**src/rtl/sr_drv_pkg.sv**
```systemverilog
// rtl/sr_drv_pkg.sv - shared FSM encodings and counter sizing for the SR pulse driver
//
// Purpose: state encodings for the pulse FSM and the debounce counter width helper.
// Ports:   none (package).
package sr_drv_pkg;

  localparam logic [1:0] IDLE  = 2'd0;
  localparam logic [1:0] SET_P = 2'd1;
  localparam logic [1:0] RST_P = 2'd2;
  localparam logic [1:0] GAP   = 2'd3;

  // Width needed to hold the values 0..cycles.
  function automatic int cnt_width(input int cycles);
    return $clog2(cycles + 1);
  endfunction

endpackage

```
**src/rtl/debounce_channel.sv**
```systemverilog
// rtl/debounce_channel.sv - synchroniser, debouncer and rising-edge event for one button
//
// Purpose: brings a raw, bouncy button into the clk domain, filters it and emits a
//          one-cycle registered event on each rising edge of the debounced level.
// Ports:
//   clk      in   clock, rising edge
//   rst_n    in   asynchronous active-low reset
//   raw      in   raw button input, asynchronous to clk
//   rise_ev  out  one-cycle pulse after the debounced level goes 0->1
module debounce_channel
  import sr_drv_pkg::*;
#(
  parameter int DEBOUNCE_CYCLES = 16
) (
  input  logic clk,
  input  logic rst_n,
  input  logic raw,
  output logic rise_ev
);

  localparam int CW = cnt_width(DEBOUNCE_CYCLES);

  logic          sync1;
  logic          sync2;
  logic          level;
  logic          level_d;
  logic [CW-1:0] cnt;

  always_ff @(posedge clk or negedge rst_n) begin
    if (!rst_n) begin
      sync1   <= 1'b0;
      sync2   <= 1'b0;
      level   <= 1'b0;
      level_d <= 1'b0;
      cnt     <= '0;
      rise_ev <= 1'b0;
    end else begin
      sync1   <= raw;
      sync2   <= sync1;
      level_d <= level;
      // Registered edge detect keeps the event free of any combinational path.
      rise_ev <= level & ~level_d;
      if (sync2 == level) begin
        cnt <= '0;
      end else if (cnt == CW'(DEBOUNCE_CYCLES - 1)) begin
        level <= ~level;
        cnt   <= '0;
      end else begin
        cnt <= cnt + CW'(1);
      end
    end
  end

endmodule

```
**src/rtl/sr_pulse_driver.sv**
```systemverilog
// rtl/sr_pulse_driver.sv - debounced set/reset buttons to exclusive fixed-length s/r pulses
//
// Purpose: drives an SR latch from two raw buttons, never asserting s and r together,
//          and tracks the state the latch should hold.
// Ports:
//   clk       in   clock, rising edge
//   rst_n     in   asynchronous active-low reset
//   set_raw   in   raw set button
//   rst_raw   in   raw reset button
//   s         out  set pulse, PULSE_LEN cycles
//   r         out  reset pulse, PULSE_LEN cycles
//   q_track   out  expected latch state
//   conflict  out  one-cycle flag when both debounced edges coincide
//   busy      out  high whenever the FSM is not idle
module sr_pulse_driver
  import sr_drv_pkg::*;
#(
  parameter int DEBOUNCE_CYCLES = 16,
  parameter int PULSE_LEN       = 4
) (
  input  logic clk,
  input  logic rst_n,
  input  logic set_raw,
  input  logic rst_raw,
  output logic s,
  output logic r,
  output logic q_track,
  output logic conflict,
  output logic busy
);

  localparam int PW = (PULSE_LEN > 1) ? $clog2(PULSE_LEN) : 1;

  logic          set_ev;
  logic          rst_ev;
  logic [1:0]    state;
  logic [PW-1:0] plen;
  logic          pending;

  debounce_channel #(.DEBOUNCE_CYCLES(DEBOUNCE_CYCLES)) u_set (
    .clk     (clk),
    .rst_n   (rst_n),
    .raw     (set_raw),
    .rise_ev (set_ev)
  );

  debounce_channel #(.DEBOUNCE_CYCLES(DEBOUNCE_CYCLES)) u_rst (
    .clk     (clk),
    .rst_n   (rst_n),
    .raw     (rst_raw),
    .rise_ev (rst_ev)
  );

  logic both_ev;
  logic set_only;
  logic rst_only;
  logic opp_only;

  assign both_ev  = set_ev & rst_ev;
  assign set_only = set_ev & ~rst_ev;
  assign rst_only = rst_ev & ~set_ev;
  // While busy, q_track already reflects the active or just-finished pulse,
  // so the opposite kind is always the one that would flip it.
  assign opp_only = q_track ? rst_only : set_only;

  always_ff @(posedge clk or negedge rst_n) begin
    if (!rst_n) begin
      state    <= IDLE;
      plen     <= '0;
      pending  <= 1'b0;
      s        <= 1'b0;
      r        <= 1'b0;
      q_track  <= 1'b0;
      conflict <= 1'b0;
      busy     <= 1'b0;
    end else begin
      conflict <= both_ev;
      case (state)
        IDLE: begin
          if (set_only) begin
            state   <= SET_P;
            s       <= 1'b1;
            q_track <= 1'b1;
            busy    <= 1'b1;
            plen    <= '0;
          end else if (rst_only) begin
            state   <= RST_P;
            r       <= 1'b1;
            q_track <= 1'b0;
            busy    <= 1'b1;
            plen    <= '0;
          end
        end

        SET_P, RST_P: begin
          if (opp_only) pending <= 1'b1;
          if (plen == PW'(PULSE_LEN - 1)) begin
            state <= GAP;
            s     <= 1'b0;
            r     <= 1'b0;
            plen  <= '0;
          end else begin
            plen <= plen + PW'(1);
          end
        end

        GAP: begin
          // An opposite event landing in the gap is issued directly as well.
          if (pending || opp_only) begin
            pending <= 1'b0;
            plen    <= '0;
            if (q_track) begin
              state   <= RST_P;
              r       <= 1'b1;
              q_track <= 1'b0;
            end else begin
              state   <= SET_P;
              s       <= 1'b1;
              q_track <= 1'b1;
            end
          end else begin
            state <= IDLE;
            busy  <= 1'b0;
          end
        end

        default: begin
          state <= IDLE;
          busy  <= 1'b0;
          s     <= 1'b0;
          r     <= 1'b0;
        end
      endcase
    end
  end

endmodule

```
**config.mk**
```make
export PLATFORM = sky130hd
export DESIGN_NAME = sr_pulse_driver
export DESIGN_NICKNAME = d
export VERILOG_FILES = /design/src/rtl/sr_drv_pkg.sv /design/src/rtl/debounce_channel.sv /design/src/rtl/sr_pulse_driver.sv
export SDC_FILE = /design/constraint.sdc
export NUM_CORES = 1
export LEC_CHECK = 0
export ABC_AREA = 1
export CORE_UTILIZATION = 42
export CTS_CLUSTER_SIZE = 16
export DETAILED_ROUTE_END_ITERATION = 10
export GPL_TIMING_DRIVEN = 1
export PLACE_DENSITY = 0.66
export SYNTH_ARGS = -nofsm -noshare
export SYNTH_HDL_FRONTEND = slang
export SYNTH_SLANG_ARGS = --single-unit
```
**constraint.sdc**
```tcl
create_clock -name clk -period 2.6 [get_ports clk]
set_input_delay 0.39 -clock clk [delete_from_list [all_inputs] [get_ports clk]]
set_output_delay 0.39 -clock clk [all_outputs]
set_load 0.01 [all_outputs]
```
# Word level (Yosys, flattened, before mapping)
# Cells that the tools add are included.
# totals
register_bits,30
latch_bits,0
ramBits,0
mem_bits_ro,0
input_bits,4
out_inout_bits,5
wordCells,105
memories,0
# op_classes
addsub,3
multipliers,0
n_div,0
order_cmp,0
eq_ne,18
shift,0
n_mux,37
bitwise_logic,13
reduce_logical,14
# op_table
op,n
$mux 5,4
$mux 2,9
$ne 2x2->1 const B,9
$mux 1,17
$pmux 2 s3,2
$add 5x1->5 const B,2
$eq 5x4->1 const B,2
$reduce_and 3->1,3
$not 1->1,8
$reduce_and 2->1,4
$eq 2x2->1 const B,3
$pmux 1 s2,3
$pmux 1 s3,2
$and 1x1->1,5
$reduce_and 5->1,1
$reduce_and 4->1,1
$reduce_bool 2->1,2
$ne 3x3->1 const B,1
$add 2x1->2 const B,1
$eq 1x1->1,2
$eq 2x1->1 const B,1
$logic_not 2->1,1
$reduce_or 2->1,1
$logic_or 1x1->1,1

# Logic depth before layout (Yosys ltp)
# logic_depth
ltp_word,6
mapped_depth,9
mapped_depth_nobuf,9

# By module
# Synthesis repeated with hierarchy kept, for this count alone.
# unflattened
cells_unflattened,164
area_unflattened_um2,1436.4
# modules_own_cells
mod,instances,cells_per_inst,area_each_um2,seq_area_each_um2
debounce_channel,2,39,380.4,250.2
sr_pulse_driver,1,86,675.6,250.2

# Worst setup path before layout
# OpenSTA, ideal clock, no wires.
# synth_timing
path_type,register to register
start,register state[0]
end,register plen[0]
arrival_time_ns,1.204
required_ns,2.524
path_slack_ns,1.320
stages_incl_launch_ff,6
path_buffers,0
period_less_slack_ns,1.280
cell_sequence,dfrtp_1 inv_1 ha_1 nand2_2 or2_2 o21ai_1
# synth_via
elab_chain_cells,3
# synth_rtl
element,line_no,rtl
from (decl),sr_pulse_driver.sv:36,logic [1:0] state;
from (signal assigned),sr_pulse_driver.sv:68,state <= IDLE;
from (signal assigned),sr_pulse_driver.sv:81,state <= SET_P;
from (signal assigned),sr_pulse_driver.sv:87,state <= RST_P;
"$eq 2x1->1, or another cell as far along",sr_pulse_driver.sv:78,case (state)
"$reduce_or 2->1, or another cell as far along",sr_pulse_driver.sv:78,
$pmux 2 s3 / $reduce_and 2->1 (equally long branches),--,
to (signal assigned),sr_pulse_driver.sv:103,plen <= plen + PW'(1);
to (decl),sr_pulse_driver.sv:37,logic [PW-1:0] plen;
# Parallel ways exist; a longest one is shown, timed or not.
# A chain may end at the register's enable or synchronous reset.

# Worst setup path after layout
# layout_timing
start,register q_track
end,output q_track
# layout_rtl
element,line_no,rtl
from (decl),sr_pulse_driver.sv:27,"output logic q_track,"
from (signal assigned),sr_pulse_driver.sv:73,q_track <= 1'b0;
from (signal assigned),sr_pulse_driver.sv:83,q_track <= 1'b1;
from (signal assigned),sr_pulse_driver.sv:89,q_track <= 1'b0;
# No word-level cell between the ends.

==> results by group <==
Timing
  – Share of the clock period used by the worst path after layout: 69.2%
  – RSZ-0062 raised after global routing: no
  – Final number of max-transition violations: 0
  – Worst clock skew: between 9 and 10 ps
  – Actual transition at the worst max-transition pin: around 370 ps
  – Final hold violation count: 0
  – Sum of negative setup slack: 0 ps
  – Max Freq: 556 MHz
  – Final setup violation count: 0
  – Fin crit period: 1800 ps
  – Slew margin rel.: between 70% and 80%

Setup path
  – Number of cells on the worst reg-to-reg path: 5
  – Launching element type of the critical path: flip-flop
  – Largest delay share family, worst path: buffers and inverters
  – Slack of the worst reg-to-reg path: roughly 1200 ps
  – Worst path cell trace: clkdlybuf4s50_1
  – Reg-to-Reg End: plen[0]
  – Element type at the critical path end: primary output
  – Reg-to-reg startpoint: state[0]
  – CP Max Fanout: 7
  – CP max-delay cell: clkdlybuf4s50_1
  – Worst setup path category: reg2out
  – CP Data Arrival Time: ~1400 ps
  – Highest cell delay on the worst timing path: just under 600 ps
  – Number of buffer and inverter instances along the worst setup path: 1
  – Data required, critical path: ~2200 ps

Pwr
  – Fraction of power consumed by sequential logic: between 30% and 40%
  – Worst voltage drop across the vdd grid: between 0.0002 and 0.0003 V
  – Switching power of the nets: approximately 570 µW
  – PD cells: 968 nW/µm²
  – Switch share: 36.0%
  – Total Power Consumption: approximately 1600 µW
  – Total internal power: between 1000 and 1500 µW
  – Leakage dissipation: 0.000785 µW
  – Relative contribution of the clock network to total power: approximately 24%
  – Comb pwr share: 38.8%

Clock network
  – Clock sink total: 30
  – H-tree levels: 2
  – Worst-path clk slew: about 90 ps
  – Number of buffers created by CTS: 5
  – TritonCTS clock tree: done
  – Buffers inserted during post-CTS setup optimization: 0
  – Clock latency at the later pin of the worst-skew pair: between 300 and 400 ps
  – Count of hold buffers inserted by post-cts repair: 0
  – Clk Tree Root Cell: clkbuf_4
  – CTS-repair resized insts: 0
  – Max Buffers Root-to-Sink: 2

Placement
  – RePlAce Congestion: 0.848
  – Number of port buffers: 8
  – Total placed cells including tap cells: between 200 and 250
  – Cell Area, Placed: ~1600 µm²
  – Detail Placement HPWL: ~1.6 mm

Global routing
  – Antenna violations before repair: 0
  – Global route total overflow: 0
  – GR Util All Layers: between 10% and 20%
  – Wire length of the first global-routing pass: between 4 and 5 mm
  – Via count of the first global-routing pass: 977
  – Maximum number of pins on one net before global-route repair: 31

Finish
  – Post-layout net count: around 180
  – # fillers: between 200 and 300
  – Area growth syn-to-layout: 15.9%
  – Share of cells above drive strength 1: ~12%
  – Final Instance Area: roughly 1600 µm²
  – Count of non-filler cells in the finished layout: around 210
  – FF+latch area: between 700 and 800 µm²
  – Util after Layout: between 50% and 60%
  – Antenna diode instance count: 0
  – Total area of multi-input combinational cells: between 500 and 600 µm²

Synth
  – Netlist area before placement: ~1400 µm²
  – Top cells by area in the synthesized netlist: dfrtp_1, ha_1, nand2_1
  – Number of warnings printed during yosys synthesis: 0
  – Largest area contributor in the synthesized netlist: dfrtp_1
  – Part of the Yosys area used for sequential elements: between 50% and 60%
  – Register bit total from synthesis: 30
  – Share of synthesized flip-flops with an asynchronous set or reset: 100%
  – Number of unique standard cell types used by synthesis: 25
  – Share of the synthesized area in the top cell type: about 53%
  – Net count after synthesis: ~160
  – EDFF count, synth: 0
  – Mean instance size in the synthesized netlist: between 9 and 10 µm²
  – Gate count after technology mapping: 148
  – Post-synth top flop: dfrtp_1

Min path
  – Worst min-delay path class: reg2reg
  – Capture endpoint of the worst hold path: u_set.sync2
  – Min-Delay Startpoint: u_set.sync1
  – Number of stages on the worst hold path: 0

Floorplan
  – Total Die Area: 3590 µm²
  – Die Wd: roughly 60 µm
  – Standard cell core area: roughly 3100 µm²
  – Height of the die: 59.9 µm
  – Number of rows created at floorplan: 20
  – Initial cell density of the core: a little under half
  – Top-Level Pins: 9

Route
  – DRC violations left: 0
  – Total via count after detailed routing: between 900 and 1000
  – Iter 0 DRT Violations: 12
  – Total routed wirelength: 2.27 mm
  – Final antenna-violating net count: 0
  – Drt pass-1 iters: 4
  – Via-per-instance ratio: 4.66
  – DR WL/cell: 10.9 µm

Outcome
  – Result of the run: complete, no violations

Run
  – Reported max-cap violation count: 0
synth_stat cells, types with 2 or more instances:
cell type / n
a21oi_1: 6
dfrtp_1: 30
ha_1: 10
inv_1: 19
inv_2: 2
nand2_1: 27
nand2_2: 3
nand2_4: 2
nand2b_1: 2
nand3_1: 5
nand4_1: 2
nor2_1: 18
nor3_1: 2
nor3b_1: 2
o21a_1: 2
o21ai_1: 5
xnor2_1: 2
xor2_1: 2
state kept, by name, indices dropped and copies added (netlist names):
name           count
u_rst.sync1        1
u_rst.sync2        1
pending            1
u_rst.cnt          5
u_set.sync1        1
state              2
q_track            1
u_set.level_d      1
u_set.level        1
u_set.sync2        1
u_rst.rise_ev      1
busy               1
u_set.cnt          5
s                  1
conflict           1
u_rst.level        1
u_rst.level_d      1
r                  1
plen               2
u_set.rise_ev      1
power groups by stage:
stage | clock network, µW | logic [µW] | registers (µW)
final | 381 | 613 | 587
after global routing | 416 | 692 | 593
after CTS | 395 | 613 | 587
after detailed placement | 0 | 608 | 596
after global placement | 0 | 586 | 590
after floorplan | 0 | 432 | 601
through the flow:
stage | hold slack, ps | setup WS (ps)
after global placement | 336 | 1200
final | 353 | 801
after global routing | 367 | 734
after detailed placement | 335 | 1170
after CTS | 356 | 781
after floorplan | 94.4 | 1320
cell type report:
class | instances | share of cell area (%)
Sequential cell | 30 | 46.0
Multi-Input combinational cell | 97 | 35.5
Timing Repair Buffer | 9 | 5.36
Inverter | 21 | 4.83
Tap cell | 44 | 3.37
Clock buffer | 6 | 3.14
Clock inverter | 1 | 1.84
per-layer routing:
layer / track usage, % / up-vias / part of all wire [%]
met5: 0 / - / 0
met4: 7.97 / 0 / 1.9
met3: 5.84 / 6 / 4.4
met2: 25.7 / 15 / 47
met1: 18.7 / 456 / 47
li1: - / 493 / -
placed cells by master, fill, tap and decap left out, types with 2 or more instances in the layout:
cell              n
nand2b_1          2
clkdlybuf4s50_1   8
dfrtp_1          30
xnor2_1           2
inv_2             2
xor2_1            2
clkbuf_4          5
a21oi_1           6
nor2_1           18
nand4_1           2
ha_1             10
nand2_1          27
nor3_1            2
inv_1            19
nand2_2           3
o21a_1            2
nor3b_1           2
o21ai_1           5
nand2_4           2
nand3_1           5
worst max path at each step:
stage	cells after the start	startpoint	to	slack (ps)
final	1	q_track	q_track	800
after global routing	1	q_track	q_track	730
after CTS	1	q_track	q_track	780
after detailed placement	1	q_track	q_track	1170
after global placement	1	q_track	q_track	1200
after floorplan	5	state[0]	plen[0]	1320
logic make-up (layout without fill, tap and decap cells):
| kind of cell | after synthesis | in the layout | synth area share, % |
|---|---|---|---|
| flip-flops | 30 | 30 | 53.3 |
| AO/OA/AOI/OAI | 16 | 16 | 6.48 |
| XOR/XNOR | 4 | 4 | 2.49 |
| buffers and inverters | 21 | 37 | 5.60 |
| adder cells (fa/ha/maj) | 10 | 10 | 8.88 |
| AND/OR/NAND/NOR | 67 | 67 | 23.3 |
Power figures use the tool's default switching activity.
